$ cat src/rtl/cla_pkg.sv
// Shared definitions for the iterative carry-lookahead adder:
// FSM state encodings and the width of the reused adder slice.
package cla_pkg;

  localparam int unsigned SLICE_W = 4;

  typedef enum logic [1:0] {
    IDLE = 2'd0,
    RUN  = 2'd1,
    DONE = 2'd2
  } cla_state_e;

endpackage

$ cat src/rtl/cla_slice_4bit.sv
// Combinational 4-bit carry-lookahead slice: every internal carry is formed
// directly from propagate/generate terms and the slice carry-in.
module cla_slice_4bit (
  input  logic [3:0] a,
  input  logic [3:0] b,
  input  logic       ci,
  output logic [3:0] s,
  output logic       c3,
  output logic       c2
);

  logic [3:0] p;
  logic [3:0] g;
  logic       c0;
  logic       c1;

  always_comb begin
    p  = a ^ b;
    g  = a & b;
    c0 = g[0] | (p[0] & ci);
    c1 = g[1] | (p[1] & g[0]) | (p[1] & p[0] & ci);
    c2 = g[2] | (p[2] & g[1]) | (p[2] & p[1] & g[0]) | (p[2] & p[1] & p[0] & ci);
    c3 = g[3] | (p[3] & g[2]) | (p[3] & p[2] & g[1]) | (p[3] & p[2] & p[1] & g[0])
       | (p[3] & p[2] & p[1] & p[0] & ci);
    s  = p ^ {c2, c1, c0, ci};
  end

endmodule

$ cat src/rtl/cla_seq_adder.sv
// Iterative WIDTH-bit adder/subtractor: one 4-bit lookahead slice is reused
// LSB nibble first, with the slice carry-out registered between cycles.
module cla_seq_adder
  import cla_pkg::*;
#(
  parameter int unsigned WIDTH = 16
) (
  input  logic             clk,
  input  logic             rst,
  input  logic             start,
  input  logic             sub,
  input  logic [WIDTH-1:0] a,
  input  logic [WIDTH-1:0] b,
  input  logic             cin,
  output logic [WIDTH-1:0] sum,
  output logic             cout,
  output logic             ovf,
  output logic             busy,
  output logic             done
);

  localparam int unsigned N     = WIDTH / SLICE_W;
  localparam int unsigned IDX_W = $clog2(N);
  localparam logic [IDX_W-1:0] LAST_IDX = IDX_W'(N - 1);

  cla_state_e       state_q, state_d;
  logic [WIDTH-1:0] a_q, a_d;
  logic [WIDTH-1:0] b_q, b_d;
  logic [WIDTH-1:0] sum_q, sum_d;
  logic [IDX_W-1:0] idx_q, idx_d;
  logic             carry_q, carry_d;
  logic             cout_q, cout_d;
  logic             ovf_q, ovf_d;

  logic [SLICE_W-1:0] slice_a;
  logic [SLICE_W-1:0] slice_b;
  logic [SLICE_W-1:0] slice_s;
  logic               slice_c3;
  logic               slice_c2;

  assign slice_a = a_q[idx_q*SLICE_W +: SLICE_W];
  assign slice_b = b_q[idx_q*SLICE_W +: SLICE_W];

  cla_slice_4bit u_slice (
    .a  (slice_a),
    .b  (slice_b),
    .ci (carry_q),
    .s  (slice_s),
    .c3 (slice_c3),
    .c2 (slice_c2)
  );

  always_comb begin
    state_d = state_q;
    a_d     = a_q;
    b_d     = b_q;
    sum_d   = sum_q;
    idx_d   = idx_q;
    carry_d = carry_q;
    cout_d  = cout_q;
    ovf_d   = ovf_q;

    unique case (state_q)
      IDLE, DONE: begin
        if (start) begin
          // Subtract is A + ~B + 1; B is stored pre-inverted so RUN is add-only.
          state_d = RUN;
          a_d     = a;
          b_d     = sub ? ~b : b;
          carry_d = sub ? 1'b1 : cin;
          idx_d   = '0;
          sum_d   = '0;
          cout_d  = 1'b0;
          ovf_d   = 1'b0;
        end else if (state_q == DONE) begin
          state_d = IDLE;
        end
      end
      RUN: begin
        sum_d[idx_q*SLICE_W +: SLICE_W] = slice_s;
        carry_d = slice_c3;
        idx_d   = idx_q + 1'b1;
        if (idx_q == LAST_IDX) begin
          state_d = DONE;
          idx_d   = '0;
          cout_d  = slice_c3;
          ovf_d   = slice_c3 ^ slice_c2;
        end
      end
      default: state_d = IDLE;
    endcase
  end

  always_ff @(posedge clk) begin
    if (rst) begin
      state_q <= IDLE;
      a_q     <= '0;
      b_q     <= '0;
      sum_q   <= '0;
      idx_q   <= '0;
      carry_q <= 1'b0;
      cout_q  <= 1'b0;
      ovf_q   <= 1'b0;
    end else begin
      state_q <= state_d;
      a_q     <= a_d;
      b_q     <= b_d;
      sum_q   <= sum_d;
      idx_q   <= idx_d;
      carry_q <= carry_d;
      cout_q  <= cout_d;
      ovf_q   <= ovf_d;
    end
  end

  assign sum  = sum_q;
  assign cout = cout_q;
  assign ovf  = ovf_q;
  assign busy = (state_q == RUN);
  assign done = (state_q == DONE);

endmodule

$ cat config.mk
export PLATFORM = sky130hd
export DESIGN_NAME = cla_seq_adder
export DESIGN_NICKNAME = d
export VERILOG_FILES = /design/src/rtl/cla_pkg.sv /design/src/rtl/cla_slice_4bit.sv /design/src/rtl/cla_seq_adder.sv
export SDC_FILE = /design/constraint.sdc
export NUM_CORES = 1
export LEC_CHECK = 0
export BUFFER_PORTS_ARGS = -buffer_cell sky130_fd_sc_hd__buf_2
export CORE_ASPECT_RATIO = 0.6
export CORE_MARGIN = 2
export CORE_UTILIZATION = 53
export CTS_CLUSTER_DIAMETER = 30
export DETAILED_ROUTE_END_ITERATION = 10
export PLACE_DENSITY = 0.8
export SLEW_MARGIN = 15
export SYNTH_ARGS = -nofsm -noshare
export SYNTH_HDL_FRONTEND = slang
export SYNTH_SLANG_ARGS = --single-unit
$ cat constraint.sdc
create_clock -name clk -period 3.55 [get_ports clk]
set_clock_uncertainty 0.05 [all_clocks]
set_input_delay 0.355 -clock clk [delete_from_list [all_inputs] [get_ports clk]]
set_output_delay 0.355 -clock clk [all_outputs]
set_load 0.005 [all_outputs]
==> metrics.csv <==
stage,metric,value,unit
cts,TritonCTS clock tree,yes,
timing,RSZ-0062 raised after global routing,no,
synth,Post-synth EDFFs,0,
cts,CTS Buffer Depth,2,
worst_setup_path,"Max FO, Critical Path",12,
layout,share of cells above drive strength 1,25.70,%
pwr,Sw Ratio,26.65,%
synth,Yosys warnings,0,
synth,Mapped Area,0.002597,mm2
pwr,Lkg Pwr,1.267,nW
outcome,status,"complete, no violations",
timing,Final WS setup,0.7264,ns
placement,Post-Place Cells,379,
pwr,Final Power,1.305,mW
synth,Post-Synthesis Net Count,326,
timing,worst slew pin tran,1.010,ns
detailed_routing,drt drc,0,
detailed_routing,drt pass-1 iters,4,
grt,antenna violations before repair,0,
placement,Detail Placement HPWL,4028,um
synth,sequential share of the synthesized area,42.39,%
grt,largest net degree at the start of global routing,61,
layout,Fill cells,400,
synth,Most used DFF post-synth,dfxtp_1,
pwr,PD cells,436.3,mW/mm2
cts,post-cts sizing count,0,
cts,"Reg clk slew, reported paths",0.09,ns
floorplan,Die Width,94.38,um
pwr,power share of the clock group,30.5,%
worst_setup_path,"Largest stage delay, worst path",0.71,ns
grt,Tot GR Track Use,22.21,%
cts,cts bufs inserted,5,
grt,grt ovf,0,
placement,pre-CTS WS,0.7129,ns
timing,FMAX,354.2,MHz
synth,ys async rst share,0,%
worst_setup_path,CP arrival,2.94,ns
layout,Util after Layout,64.51,%
detailed_routing,post-DR vias/cell,5.562,
worst_setup_path,critical path cell sequence,"mux4_2, ha_1, a211o_1, a21oi_4, xor2_2, o31ai_1",
worst_setup_path,kind of cell adding the most delay to the critical path,flip-flops,
worst_setup_path,crit path kind,flip-flop to flip-flop,
worst_setup_path,"Data required, critical path",3.66,ns
worst_setup_path,worst path bufs/invs,0,
synth,post-synth top area share,42.39,%
grt,number of global-route vias before repair,1987,
layout,fin cells,386,
timing,Tcrit/Tclk final,79.54,%
worst_setup_path,Slowest cell on crit path,dfxtp_1,
pwr,Max IR drop VDD,207.9,uV
worst_setup_path,Critical Path Source Type,flip-flop,
detailed_routing,DRT iter0 DRCs,144,
timing,"Hold Vio Cnt, Final",0,
pwr,Comb pwr share,17.8,%
placement,Placed Area,0.002888,mm2
synth,cell with the most instances after synthesis,dfxtp_1,
run,maxcap violations,0,
pwr,Power Internal,0.9570,mW
synth,"flops & latches, synth",55,
detailed_routing,final WL,5665,um
timing,"Slew Viols, Final",0,
floorplan,die height,58.23,um
placement,number of I/O port buffers,56,
placement,routability cong.,0.8169,
cts,Root Driver,clkbuf_8,
layout,final instance area,0.002990,mm2
floorplan,Die Footprint,0.005495,mm2
layout,# nets final,371,
worst_hold_path,HP Class,input port to flip-flop,
synth,Mean Syn Cell Area,9.343,um2
synth,"top cells by count, synth","55 x dfxtp_1, 37 x nand2_1, 37 x nor2_1",
timing,Max-slew headroom,32.66,%
worst_setup_path,crit end category,flip-flop,
synth,Area contributors post-synth,"dfxtp_1 42%, mux4_2 6.9%, xnor2_1 5.4%",
cts,CTS sink cnt,55,
cts,Hold Buf Count CTS,0,
synth,Synth area leader,dfxtp_1,
detailed_routing,drt wl/cell,14.68,um
detailed_routing,Vias,2147,
pwr,sequential power share,51.8,%
floorplan,starting density of the core,56.03,%
synth,Synth cell types,43,
timing,min Tclk post-route,2.824,ns
floorplan,# IOs,57,
synth,Post-Synthesis Cells,278,
timing,Hold WS,0.2278,ns
detailed_routing,final antenna-violating net count,0,
timing,# setup viols final,0,
worst_setup_path,R2R Setup Slk,0.73,ns
floorplan,num rows,19,
cts,Skew-Pair Late Insertion Delay,0.30,ns
cts,htree depth,2,
pwr,Sw Pwr,0.3477,mW
layout,Area Overhead vs Synth,15.13,%
grt,global-route wire length before repair,9432,um
timing,setup_tns,0,ns
cts,post-CTS setup buffer count,0,
layout,diode count,0,
floorplan,core area,0.004636,mm2
## final timing paths
kind	cells past startpoint	end	startpoint
setup / recovery	6	sum[3]	idx_q[0]
hold / removal	3	a_q[8]	a[8]
setup reg to reg	6	sum[3]	idx_q[0]
hold reg to reg	2	a_q[11]	a_q[11]
## cell usage in the layout, fill, tap and decap left out, drive strengths merged, types with 2 or more instances in the layout
cell / synthesis / routed
a211o: 2 / 2
a211oi: 16 / 16
a21o: 2 / 2
a21oi: 23 / 23
a22oi: 9 / 9
a32oi: 4 / 4
and3: 3 / 3
buf: 12 / 59
clkbuf: 9 / 6
dfxtp: 55 / 55
ha: 10 / 10
inv: 4 / 4
mux4: 8 / 8
nand2: 37 / 37
nand2b: 2 / 2
nand3: 4 / 4
nand3b: 4 / 4
nor2: 37 / 37
o31ai: 5 / 5
xnor2: 16 / 16
xor2: 2 / 2
## routing by layer
metal | GRT usage, % | vias up | wire length [um]
met2 | 32.45 | 65 | 2438
met1 | 32.65 | 1003 | 2713
met3 | 6.372 | 7 | 462
li1 | - | 1072 | -
met5 | 0 | - | 0
met4 | 5.383 | 0 | 50
## state kept, by name (all words and copies together), names as in the netlist
name / cells
cout: 1
sum: 16
ovf: 1
a_q: 16
b_q: 16
state_q: 2
idx_q: 2
carry_q: 1
## worst register-to-register path: cells and delay by family, from the launching register on
family	cells	cell delay, ns
compound gates	3	0.67
fa+ha+maj	1	0.34
mux	1	0.65
xor+xnor	1	0.27
flops	1	0.71
## cells by family (layout without fill, tap and decap cells)
kind of cell    count (synthesis)  count (layout)  share of synthesized area (%)
mux                             9               9                          7.322
simple gates                   95              95                          16.57
compound gates                 65              65                          17.39
flops                          55              55                          42.39
xor+xnor                       18              18                          6.358
fa+ha+maj                      11              11                          5.588
buf+inv                        25              70                          4.383
## area by class of cell
type                            instances  area (um2)  area share [%]
Multi-Input combinational cell        198        1390           46.49
Clock inverter                          1       30.03           1.004
Inverter                                4       15.01          0.5021
Clock buffer                            6       72.57           2.427
Sequential cell                        55        1101           36.82
Timing Repair Buffer                   59       302.8           10.13
Tap cell                               63       78.83           2.636
## power groups by stage
stage                     clock network (mW)  logic (mW)  registers (mW)
final                                  0.397       0.232           0.676
after global routing                   0.427       0.259           0.680
after CTS                              0.403       0.232           0.676
after detailed placement                   0       0.228           0.690
after global placement                     0       0.224           0.689
after floorplan                            0       0.174           0.678
Note: power is estimated with default switching activity, not from simulation.
